File: src/rtl/regfile_write_arbiter.sv
// Round-robin arbiter sharing the register file write port (WE3/A3/WD3) among
// ALU (0), memory load (1) and debug/loader (2); writes to R15 are discarded and counted.
module regfile_write_arbiter #(
  parameter int N     = 32,
  parameter int CNT_W = 8
) (
  input  logic             clk,
  input  logic             rst,
  input  logic             stall,
  input  logic [2:0]       req_valid,
  output logic [2:0]       req_ready,
  input  logic [3:0]       req_addr0,
  input  logic [3:0]       req_addr1,
  input  logic [3:0]       req_addr2,
  input  logic [N-1:0]     req_data0,
  input  logic [N-1:0]     req_data1,
  input  logic [N-1:0]     req_data2,
  output logic             we_o,
  output logic [3:0]       a3_o,
  output logic [N-1:0]     wd3_o,
  output logic             drop_o,
  output logic [CNT_W-1:0] drop_cnt,
  output logic [1:0]       dbg_ptr
);

  // Handshake: requester i transfers on a rising edge where req_valid[i] && req_ready[i];
  // it holds addr/data stable while valid && !ready and may drop valid before the grant.

  localparam logic [3:0]       PC_REG  = 4'd15;
  localparam logic [CNT_W-1:0] CNT_MAX = {CNT_W{1'b1}};

  logic [1:0]   ptr;
  logic [1:0]   ptr_next;
  logic         xfer;
  logic [3:0]   sel_addr;
  logic [N-1:0] sel_data;
  logic         sel_is_pc;

  assign dbg_ptr = ptr;

  // First valid requester at or after ptr, wrapping modulo 3.
  function automatic logic [2:0] rr_pick(input logic [2:0] v, input logic [1:0] p);
    logic [2:0] pick;
    logic       found;
    int         idx;
    pick  = '0;
    found = 1'b0;
    for (int k = 0; k < 3; k++) begin
      idx = (int'(p) + k) % 3;
      if (!found && v[idx]) begin
        pick[idx] = 1'b1;
        found     = 1'b1;
      end
    end
    return pick;
  endfunction

  // Pointer state register.
  always_ff @(posedge clk) begin
    if (rst) ptr <= 2'd0;
    else     ptr <= ptr_next;
  end

  // Pointer next-state: advance past whoever was granted, hold otherwise.
  always_comb begin
    ptr_next = ptr;
    if (req_ready[0])      ptr_next = 2'd1;
    else if (req_ready[1]) ptr_next = 2'd2;
    else if (req_ready[2]) ptr_next = 2'd0;
  end

  // Grant output: suppressed entirely during reset or stall.
  always_comb begin
    req_ready = 3'b000;
    if (!rst && !stall) req_ready = rr_pick(req_valid, ptr);
  end

  assign xfer = |req_ready;

  always_comb begin
    sel_addr = 4'd0;
    sel_data = '0;
    if (req_ready[0]) begin
      sel_addr = req_addr0;
      sel_data = req_data0;
    end else if (req_ready[1]) begin
      sel_addr = req_addr1;
      sel_data = req_data1;
    end else if (req_ready[2]) begin
      sel_addr = req_addr2;
      sel_data = req_data2;
    end
  end

  assign sel_is_pc = (sel_addr == PC_REG);

  // Registered write port; R15 is fed from the PC path so such writes become drops.
  always_ff @(posedge clk) begin
    if (rst) begin
      we_o     <= 1'b0;
      a3_o     <= 4'd0;
      wd3_o    <= '0;
      drop_o   <= 1'b0;
      drop_cnt <= '0;
    end else begin
      we_o   <= xfer && !sel_is_pc;
      drop_o <= xfer && sel_is_pc;
      if (xfer && !sel_is_pc) begin
        a3_o  <= sel_addr;
        wd3_o <= sel_data;
      end
      if (xfer && sel_is_pc && drop_cnt != CNT_MAX)
        drop_cnt <= drop_cnt + CNT_W'(1);
    end
  end

endmodule

File: config.mk
export PLATFORM = sky130hd
export DESIGN_NAME = regfile_write_arbiter
export DESIGN_NICKNAME = d
export VERILOG_FILES = /design/src/rtl/regfile_write_arbiter.sv
export SDC_FILE = /design/constraint.sdc
export NUM_CORES = 1
export LEC_CHECK = 0
export ABC_AREA = 1
export BUFFER_PORTS_ARGS = -buffer_cell sky130_fd_sc_hd__buf_4
export CAP_MARGIN = 0
export CORE_UTILIZATION = 40
export DETAILED_ROUTE_END_ITERATION = 10
export PLACE_DENSITY = 0.76
export RECOVER_POWER = 25
export SYNTH_ARGS = -nofsm -noshare
export SYNTH_HDL_FRONTEND = slang
export SYNTH_SLANG_ARGS = --single-unit
File: constraint.sdc
create_clock -name clk -period 2.3 [get_ports clk]
set_input_delay 0.23 -clock clk [delete_from_list [all_inputs] [get_ports clk]]
set_output_delay 0.23 -clock clk [all_outputs]
set_load 0.03 [all_outputs]
Word level (Yosys, flattened, before mapping) --
Index checks and enable logic that the tools add are counted.
Storage, ports and cells: flip-flop bits (word level) 48, bits of input ports 114
Operators by class: reductions and logical operators 18, mux-type cells 34, magnitude comparators 6, $add $sub $neg 3, equal/unequal tests 2, bitwise operators 2, divide/modulo/power cells 3
Operators with widths (count):
- greater-or-equal comparator 32 x 1 -> 1 bit, second input constant | 3
- less-than comparator 32 x 4 -> 1 bit, second input constant | 3
- 2-to-1 mux 32 bit | 3
- remainder unit 32 x 3 -> 32 bit, second input constant | 2
- remainder unit 3 x 3 -> 32 bit, second input constant | 1
- 2-to-1 mux 3 bit | 6
- 2-to-1 mux 1 bit | 14
- 2-to-1 mux 4 bit | 3
- logical AND 1 bit | 9
- adder 8 x 1 -> 8 bit, second input constant | 1
- != test 8 bit, second input constant | 1
- binary-select mux 1 bit (select 2 bit) | 3
- demux 1 bit (select 2 bit) | 3
- bitwise OR 3 bit | 2
- logical NOT 1 bit | 5
- equality test 4 bit, second input constant | 1
- 2-to-1 mux 2 bit | 2
- adder 2 x 1 -> 3 bit, second input constant | 1
- adder 2 x 2 -> 3 bit, second input constant | 1
- nonzero test 3 bit | 1
- OR reduction 3 bit | 1
- nonzero test 2 bit | 1
- OR reduction 2 bit | 1

Longest topological paths before layout --
Gate-level depths: netlist of the first run.
depth after elaboration 20, gate-level depth with buffers 24, gate-level depth less buffers 22

Worst setup path after synthesis of the first run --
No wires, ideal clock.
path type register to register, from register ptr[0] (netlist: dbg_ptr[0]), to register wd3_o[10], arrival time 2.557 ns, slack -0.371 ns, clock period less this slack 2.671 ns, data required time 2.186 ns, cell stages (with the launch flop) 21, cells stage by stage dfxtp_1 -> inv_1 -> ha_1 -> inv_2 -> nand2_1 -> nand3_1 -> nand2_1 -> nand3_1 -> nand3_1 -> nand2_1 -> nor2_4 -> nand2_1 -> nand3_1 -> nand2_2 -> nor2_8 -> nand2_8 -> nand2_8 -> inv_4 -> buf_6 -> nand2_1 -> nand2_1
Between the ends: word-level cells in the longest chain between the ends 20
RTL lines:
- start, declared | line 32 | logic [1:0] ptr;
- start signal, assigned | line 61 | else ptr <= ptr_next;
- branches (longest 12 deep; another with remainder unit 32 x 3 -> 32 bit)
- 2-to-1 mux 3 bit * | line 50 | if (!found && v[idx]) begin
- 2-to-1 mux 3 bit * | line 75 | if (!rst && !stall) req_ready = rr_pick(req_valid, ptr);
- 2-to-1 mux 4 bit | line 89 | end else if (req_ready[2]) begin
- 2-to-1 mux 4 bit | line 86 | end else if (req_ready[1]) begin
- 2-to-1 mux 4 bit | line 83 | if (req_ready[0]) begin
- equality test 4 bit | line 95 | assign sel_is_pc = (sel_addr == PC_REG);
- logical NOT 1 bit | line 108 | if (xfer && !sel_is_pc) begin
- logical AND 1 bit | line 108
- end signal, assigned | line 110 | wd3_o <= sel_data;
- end, declared | line 20 | output logic [N-1:0] wd3_o,
Every way passes the cells marked *. The select of a mux whose other input is x is not followed. A chain may end at the register's enable or synchronous reset.

Worst setup path after layout of the first run --
from register ptr[0] (netlist: dbg_ptr[0]), to register wd3_o[0]
The elaborated chain is that of the path after synthesis.

==> impl_metrics.py, run 1 <==
metrics = {
    "outcome": {
        "status": "finished with violations",
        "violations": "negative setup slack",
    },
    "place": {
        "io_buffers": 164,
        "pre_cts_slack_ps": -160.0,
        "finalWeightedCongestion": 0.9716,
        "placed_cell_area_um2": 4379,
        "hpwl_um": 7244,
        "dp.cells": 725,
    },
    "final_layout": {
        "stdcell_area_um2": 5104,
        "drive_gt1_share_pct": 44.56,
        "layout_commonest_cell": "buf_4",
        "fillCellCount": 572,
        "fin_cells": 758,
        "nNetsFinal": 781,
        "antenna_cells": 0,
        "synthToLayoutAreaGrowth_pct": 73.35,
        "final_cell_mix": "buf_4, nand2_1, nor2_1",
    },
    "routing": {
        "drt-total-wl_um": 10530,
        "viasPerCell": 4.996,
        "drt_iter0_drc": 111,
        "drtPass1Iterations": 5,
        "wl_per_cell_um": 13.89,
        "drcViolationCount": 0,
        "antenna_left": 0,
        "vias": 3787,
    },
    "grt": {
        "grt.total_usage_pct": 24.30,
        "grt_pass1_vias": 3305,
        "overflow": 0,
        "grt_max_degree": 39,
        "antenna_found_initial": 0,
        "use_met2_pct": 43.48,
        "gr-max-usage-layer": "met2",
        "use_met1_pct": 28.38,
        "grt_pass1_wl_um": 14760,
        "use_met3_pct": 5.184,
    },
    "die": {
        "start_util_pct": 42.40,
        "rows": 30,
        "io_pins": 165,
        "dieHeight_um": 87.79,
        "dieArea_um2": 7707,
        "core-area_um2": 6944,
        "die_width_um": 87.79,
    },
    "sta": {
        "finalCriticalPeriod_ps": 2495,
        "slew_violations": 0,
        "fin_crit_sh_pct": 108.5,
        "fin_setup_tns_ps": -7183,
        "worstMarginPinSlew_ps": 402.3,
        "max-slew-margin-rel_pct": 73.29,
        "hold_viol": 0,
        "fin_ws_ps": -195.3,
        "fmax_ghz": 0.4008,
        "rsz0062_at_grt": "yes",
        "fin_skew_ps": 9.085,
        "setup_viol": 45,
    },
    "synthesis": {
        "yosysWarningCount": 0,
        "yosysSeqAreaShare_pct": 32.64,
        "syn_avg_cell_area_um2": 6.291,
        "synthCells": 468,
        "synthesis.nets": 587,
        "yosysUniqueCellTypes": 31,
        "synth-seq-cells": 48,
        "synth_area_um2": 2944,
    },
    "cts": {
        "cts_root_buf": "clkbuf_8",
        "htreeDepth": 2,
        "cts_buffer_depth": 2,
        "clk_latency_ps": 300,
        "path_clk_slew_ps": 90,
        "cts_sinks": 48,
        "cts_buffers": 5,
        "cts_tree": "built",
    },
    "setup_path": {
        "worstSetupPathType": "reg -> reg",
        "arrival_ps": 2700,
        "crit_fanout": 8,
        "worstSetupStartpointType": "flip-flop",
        "critPathRequiredTime_ps": 2500,
        "crit_path_end_kind": "flip-flop",
    },
    "job": {
        "cap_viol_max_count": 0,
    },
    "power": {
        "peakVddDrop_uv": 357.1,
        "power.leakage_nw": 2.543,
        "power_density_nw_per_um2": 780.5,
    },
    "worst_hold_path": {
        "min_path_type": "in -> reg",
    },
}
[power breakdown]
| part | switching (mW) | internal (mW) | total, mW |
|---|---|---|---|
| Combinational | 1.32 | 0.961 | 2.28 |
| Sequential | 0.109 | 0.978 | 1.09 |
| Clock | 0.274 | 0.340 | 0.615 |
| Total | 1.70 | 2.28 | 3.98 |
[cell usage after synthesis]
cell | instances | share of area [%]
nand3_2 | 1 | 0.34
or2_2 | 2 | 0.42
a21oi_1 | 6 | 1.0
nor2_4 | 1 | 0.38
buf_6 | 3 | 1.1
nand4_1 | 7 | 1.5
nor2_8 | 2 | 1.4
nand2_8 | 2 | 1.4
xor2_1 | 4 | 1.2
clkbuf_1 | 15 | 1.9
nor2_1 | 50 | 6.4
buf_1 | 1 | 0.13
nand3b_1 | 1 | 0.26
buf_4 | 3 | 0.76
a31oi_1 | 32 | 6.8
o21ai_0 | 2 | 0.34
buf_2 | 3 | 0.51
dfxtp_1 | 48 | 33
or2_0 | 2 | 0.42
o21ai_1 | 1 | 0.17
nand2_2 | 5 | 1.1
inv_4 | 1 | 0.21
o31ai_1 | 1 | 0.26
ha_1 | 5 | 2.1
nand3_1 | 55 | 9.3
inv_1 | 25 | 3.2
xnor2_1 | 1 | 0.30
nand2_4 | 1 | 0.38
nor3b_1 | 1 | 0.26
nand2_1 | 180 | 23
inv_2 | 7 | 0.89
[logic make-up after synthesis]
group | after synthesis | synth area share, %
flip-flops | 48 | 32.64
buffers and inverters | 58 | 8.755
AO/OA/AOI/OAI | 42 | 8.585
adder cells (fa/ha/maj) | 5 | 2.125
AND/OR/NAND/NOR | 310 | 46.41
XOR/XNOR | 5 | 1.487
[per-layer routing]
layer  vias to the layer above  part of all wire (%)
met3                        31                   5.3
met4                         0                   3.6
met1                      1729                    39
li1                       1897                     -
met5                         -                     0
met2                       130                    52
[worst paths after layout]
path         slack (ps)                  endpoint  depth (start not counted)                     from
max                -200     wd3_o[0]$_SDFFE_PP0P_                         18  dbg_ptr[0]$_SDFFE_PP0P_
min reg2reg         460     wd3_o[4]$_SDFFE_PP0P_                          2    wd3_o[4]$_SDFFE_PP0P_
min                 160  drop_cnt[7]$_SDFFE_PP0P_                          2                      rst
max reg2reg        -200     wd3_o[0]$_SDFFE_PP0P_                         18  dbg_ptr[0]$_SDFFE_PP0P_
[worst max-delay path: stages, from the launching register on]
cell and delay, ps:
dfxtp_4 400, inv_4 50, ha_4 310, inv_4 60, nand2_2 60, nand3_2 70
nand2_2 90, nand4_1 140, nand2_2 130, nand2_4 90, buf_6 130, or2_4 230
nand2_4 100, nor2_8 50, nand2_8 90, nand2_8 110, buf_16 170, nand3_4 60
nand2_2 50
[final cells by class]
| type | count | area, µm² | area share, % |
|---|---|---|---|
| clock buffers | 7 | 118.9 | 2.329 |
| well taps | 96 | 120.1 | 2.354 |
| multi-input cells | 364 | 2066 | 40.48 |
| flip-flops and latches | 48 | 968.4 | 18.98 |
| inverters | 33 | 148.9 | 2.917 |
| repair buffers | 210 | 1682 | 32.95 |
[repair_timing]
item,in CTS,in global routing
setup buffers,7,12
gates resized for setup,35,58
gates cloned,4,3
pin swaps,19,37
hold buffers,0,0
endpoints found under the setup margin,47,48
[flip-flops by register name, summed over array words and instances (netlist names)]
| name | count |
|---|---|
| wd3_o | 32 |
| drop_cnt | 8 |
| a3_o | 4 |
| dbg_ptr | 2 |
| drop_o | 1 |
| we_o | 1 |
[per-stage QoR]
step	power (mW)	utilization [%]	hold slack, ps
floorplan	2.251	-	473.4
global placement	2.843	63.06	450.2
detailed placement	2.871	63.06	454.9
CTS	3.723	68.56	156.4
global route	4.204	73.50	164.0
finish	3.983	73.50	162.9
No activity file was read; power rests on OpenSTA's default activity.
==> run 2, diff against run 1 <==
Settings changed: BUFFER_PORTS_ARGS -buffer_cell sky130_fd_sc_hd__buf_4 to not set, CORE_UTILIZATION 40 to 57, DONT_BUFFER_PORTS set to 1, PLACE_DENSITY 0.76 to 0.75.
==> run 2 against run 1 <==
Effect of this change: the run still ends with negative setup slack left; design area is 25% lower; clock power is 14% lower; final cell count decreased by 24%; highest routed layer unchanged; die area is 29% lower; non-clock buffer count decreased by 156; via count is 13% lower; register-to-register slack worse by 50 ps; fmax fell by 2.0%; clock skew decreased by 2.8 ps; largest cell class unchanged; critical path depth unchanged.
==> impl_metrics.py, run 2 (same netlist as run 1, synthesis figures left out) <==
metrics = {
    "final_layout": {
        "drive_gt1_share_pct": 25.49,
        "final_cell_mix": "nand2_1, nor2_1, dfxtp_1",
        "layout_commonest_cell": "nand2_1",
        "antenna_cells": 0,
        "multi_input_area_um2": 1964,
        "top_register": "wd3_o",
        "fin_util_pct": 79.41,
        "largest_reg_flops": 32,
        "seq_area_um2": 968.4,
        "fin_cells": 573,
        "synthToLayoutAreaGrowth_pct": 30.77,
        "nNetsFinal": 624,
        "reg_top3": "wd3_o (32), drop_cnt (8), a3_o (4)",
        "fillCellCount": 359,
    },
    "power": {
        "peakVddDrop_uv": 550.4,
        "power.leakage_nw": 1.799,
        "power_density_nw_per_um2": 928.8,
    },
    "cts": {
        "htreeDepth": 2,
        "cts_tree": "built",
        "clk_latency_ps": 300,
        "path_clk_slew_ps": 90,
        "cts_root_buf": "clkbuf_8",
        "cts_sinks": 48,
        "cts_buffers": 5,
        "cts_buffer_depth": 2,
    },
    "grt": {
        "overflow": 0,
        "grt_pass1_wl_um": 11500,
        "grt_pass1_vias": 2496,
        "grt.total_usage_pct": 27.75,
        "grt_max_degree": 37,
        "antenna_found_initial": 0,
    },
    "setup_path": {
        "crit_top_cell": "nand2_1",
        "critPathRequiredTime_ps": 2550,
        "arrival_ps": 2790,
        "worstSetupStartpointType": "flip-flop",
        "slowest_stage": "dfxtp_4",
        "worstSetupPathType": "reg -> reg",
        "crit_path_end_kind": "flip-flop",
        "path_cells": "inv_4, ha_4, o21ai_0, nand2_2, nand4_1, nand2_4, buf_4, nand3b_1, nand2_1, nand2_1, nand2_2, nor2_8, nand2_8, nand2_8, buf_12, clkbuf_16, nand3_2, nand2_1",
        "crit_fanout": 6,
        "critPathMaxStageDelay_ps": 390,
    },
    "sta": {
        "slew_violations": 0,
        "fmax_ghz": 0.3928,
        "fin_ws_ps": -245.8,
        "finalCriticalPeriod_ps": 2546,
        "max-slew-margin-rel_pct": 59.13,
        "fin_skew_ps": 6.298,
        "worstMarginPinSlew_ps": 612.4,
        "hold_viol": 0,
        "fin_crit_sh_pct": 110.7,
        "setup_viol": 47,
        "fin_setup_tns_ps": -8825,
        "rsz0062_at_grt": "yes",
    },
    "worst_hold_path": {
        "min_path_type": "in -> reg",
    },
    "die": {
        "io_pins": 165,
        "dieArea_um2": 5457,
        "core-area_um2": 4848,
        "rows": 25,
        "die_width_um": 73.87,
        "start_util_pct": 60.72,
        "dieHeight_um": 73.87,
    },
    "routing": {
        "drcViolationCount": 0,
        "drt-total-wl_um": 9162,
        "antenna_left": 0,
        "drt_iter0_drc": 124,
        "wl_per_cell_um": 15.99,
        "viasPerCell": 5.729,
        "vias": 3283,
        "drtPass1Iterations": 5,
    },
    "job": {
        "cap_viol_max_count": 0,
    },
    "place": {
        "io_buffers": 0,
        "dp.cells": 540,
        "finalWeightedCongestion": 0.9293,
        "hpwl_um": 5680,
    },
    "outcome": {
        "status": "finished with violations",
        "violations": "negative setup slack",
    },
}
==> run 2: cell count changes in the layout (fill, tap and decap cells not counted), moves of 2 or more <==
cell      before  now
nand3_1       16   35
clkbuf_1      13    4
nand2_1      165  162
a21oi_2        2    0
a21oi_1        4    6
nand3_2       39   20
inv_4          3    5
buf_6          9    7
buf_12         3    5
buf_4        180   31
==> run 2: metrics by stage <==
stage | power [mW] | hold WS, ps | setup WS (ps) | cell area [µm²]
3_3_place_gp | 2.498 | 300.6 | -76.66 | 3184
4_1_cts | 3.274 | 40.04 | -115.2 | 3516
2_1_floorplan | 2.251 | 473.4 | -75.52 | 2979
3_5_place_dp | 2.522 | 302.9 | -148.0 | 3184
6_report | 3.576 | 43.24 | -245.8 | 3850
5_1_grt | 3.756 | 42.74 | -403.1 | 3850
==> run 2: path summary, 6_finish.rpt <==
kind	from	to	slack, ps	cells past startpoint
worst min-delay path	rst	dbg_ptr[0]$_SDFFE_PP0P_	40	1
worst max-delay path	dbg_ptr[0]$_SDFFE_PP0P_	wd3_o[23]$_SDFFE_PP0P_	-250	18
worst max register to register	dbg_ptr[0]$_SDFFE_PP0P_	wd3_o[23]$_SDFFE_PP0P_	-250	18
worst min register to register	wd3_o[31]$_SDFFE_PP0P_	wd3_o[31]$_SDFFE_PP0P_	610	2
==> run 2: final cells by class <==
class,count,share of cell area [%]
clock buffer,7,2.242
inverter,33,3.900
tap,67,2.177
clock inverter,1,0.1625
multi-input combinational,363,51.02
sequential,48,25.15
timing repair buffer,54,15.34
==> run 2: repair_timing <==
item | in CTS | in global routing
buffers inserted | 12 | 7
hold buffers | 1 | 0
pin swaps | 9 | 27
resized for setup | 22 | 50
setup endpoints to repair | 46 | 48
cloned | 2 | 4
endpoints found under the hold margin | 5 | 0
==> run 2: layer usage <==
metal / global-route usage (%) / share of wire (%) / vias up
met3: 8.368 / 8.4 / 26
met1: 31.01 / 37 / 1485
met5: 0 / 0 / -
li1: - / - / 1584
met4: 12.18 / 3.2 / 0
met2: 48.42 / 51 / 188
==> run 2: critical path: cells and delay by family, from the launching register on <==
kind / cells / cell delay (ps)
compound gates: 1 / 240
fa+ha+maj: 1 / 240
buf+inv: 4 / 470
flops: 1 / 390
simple gates: 12 / 1160
==> run 2: report_power, final <==
part | internal (mW) | switching (mW) | total, mW | leakage [nW]
combinational | 0.737 | 0.941 | 1.68 | 1.36
clock | 0.246 | 0.284 | 0.529 | 0.0488
sequential | 0.977 | 0.390 | 1.37 | 0.391
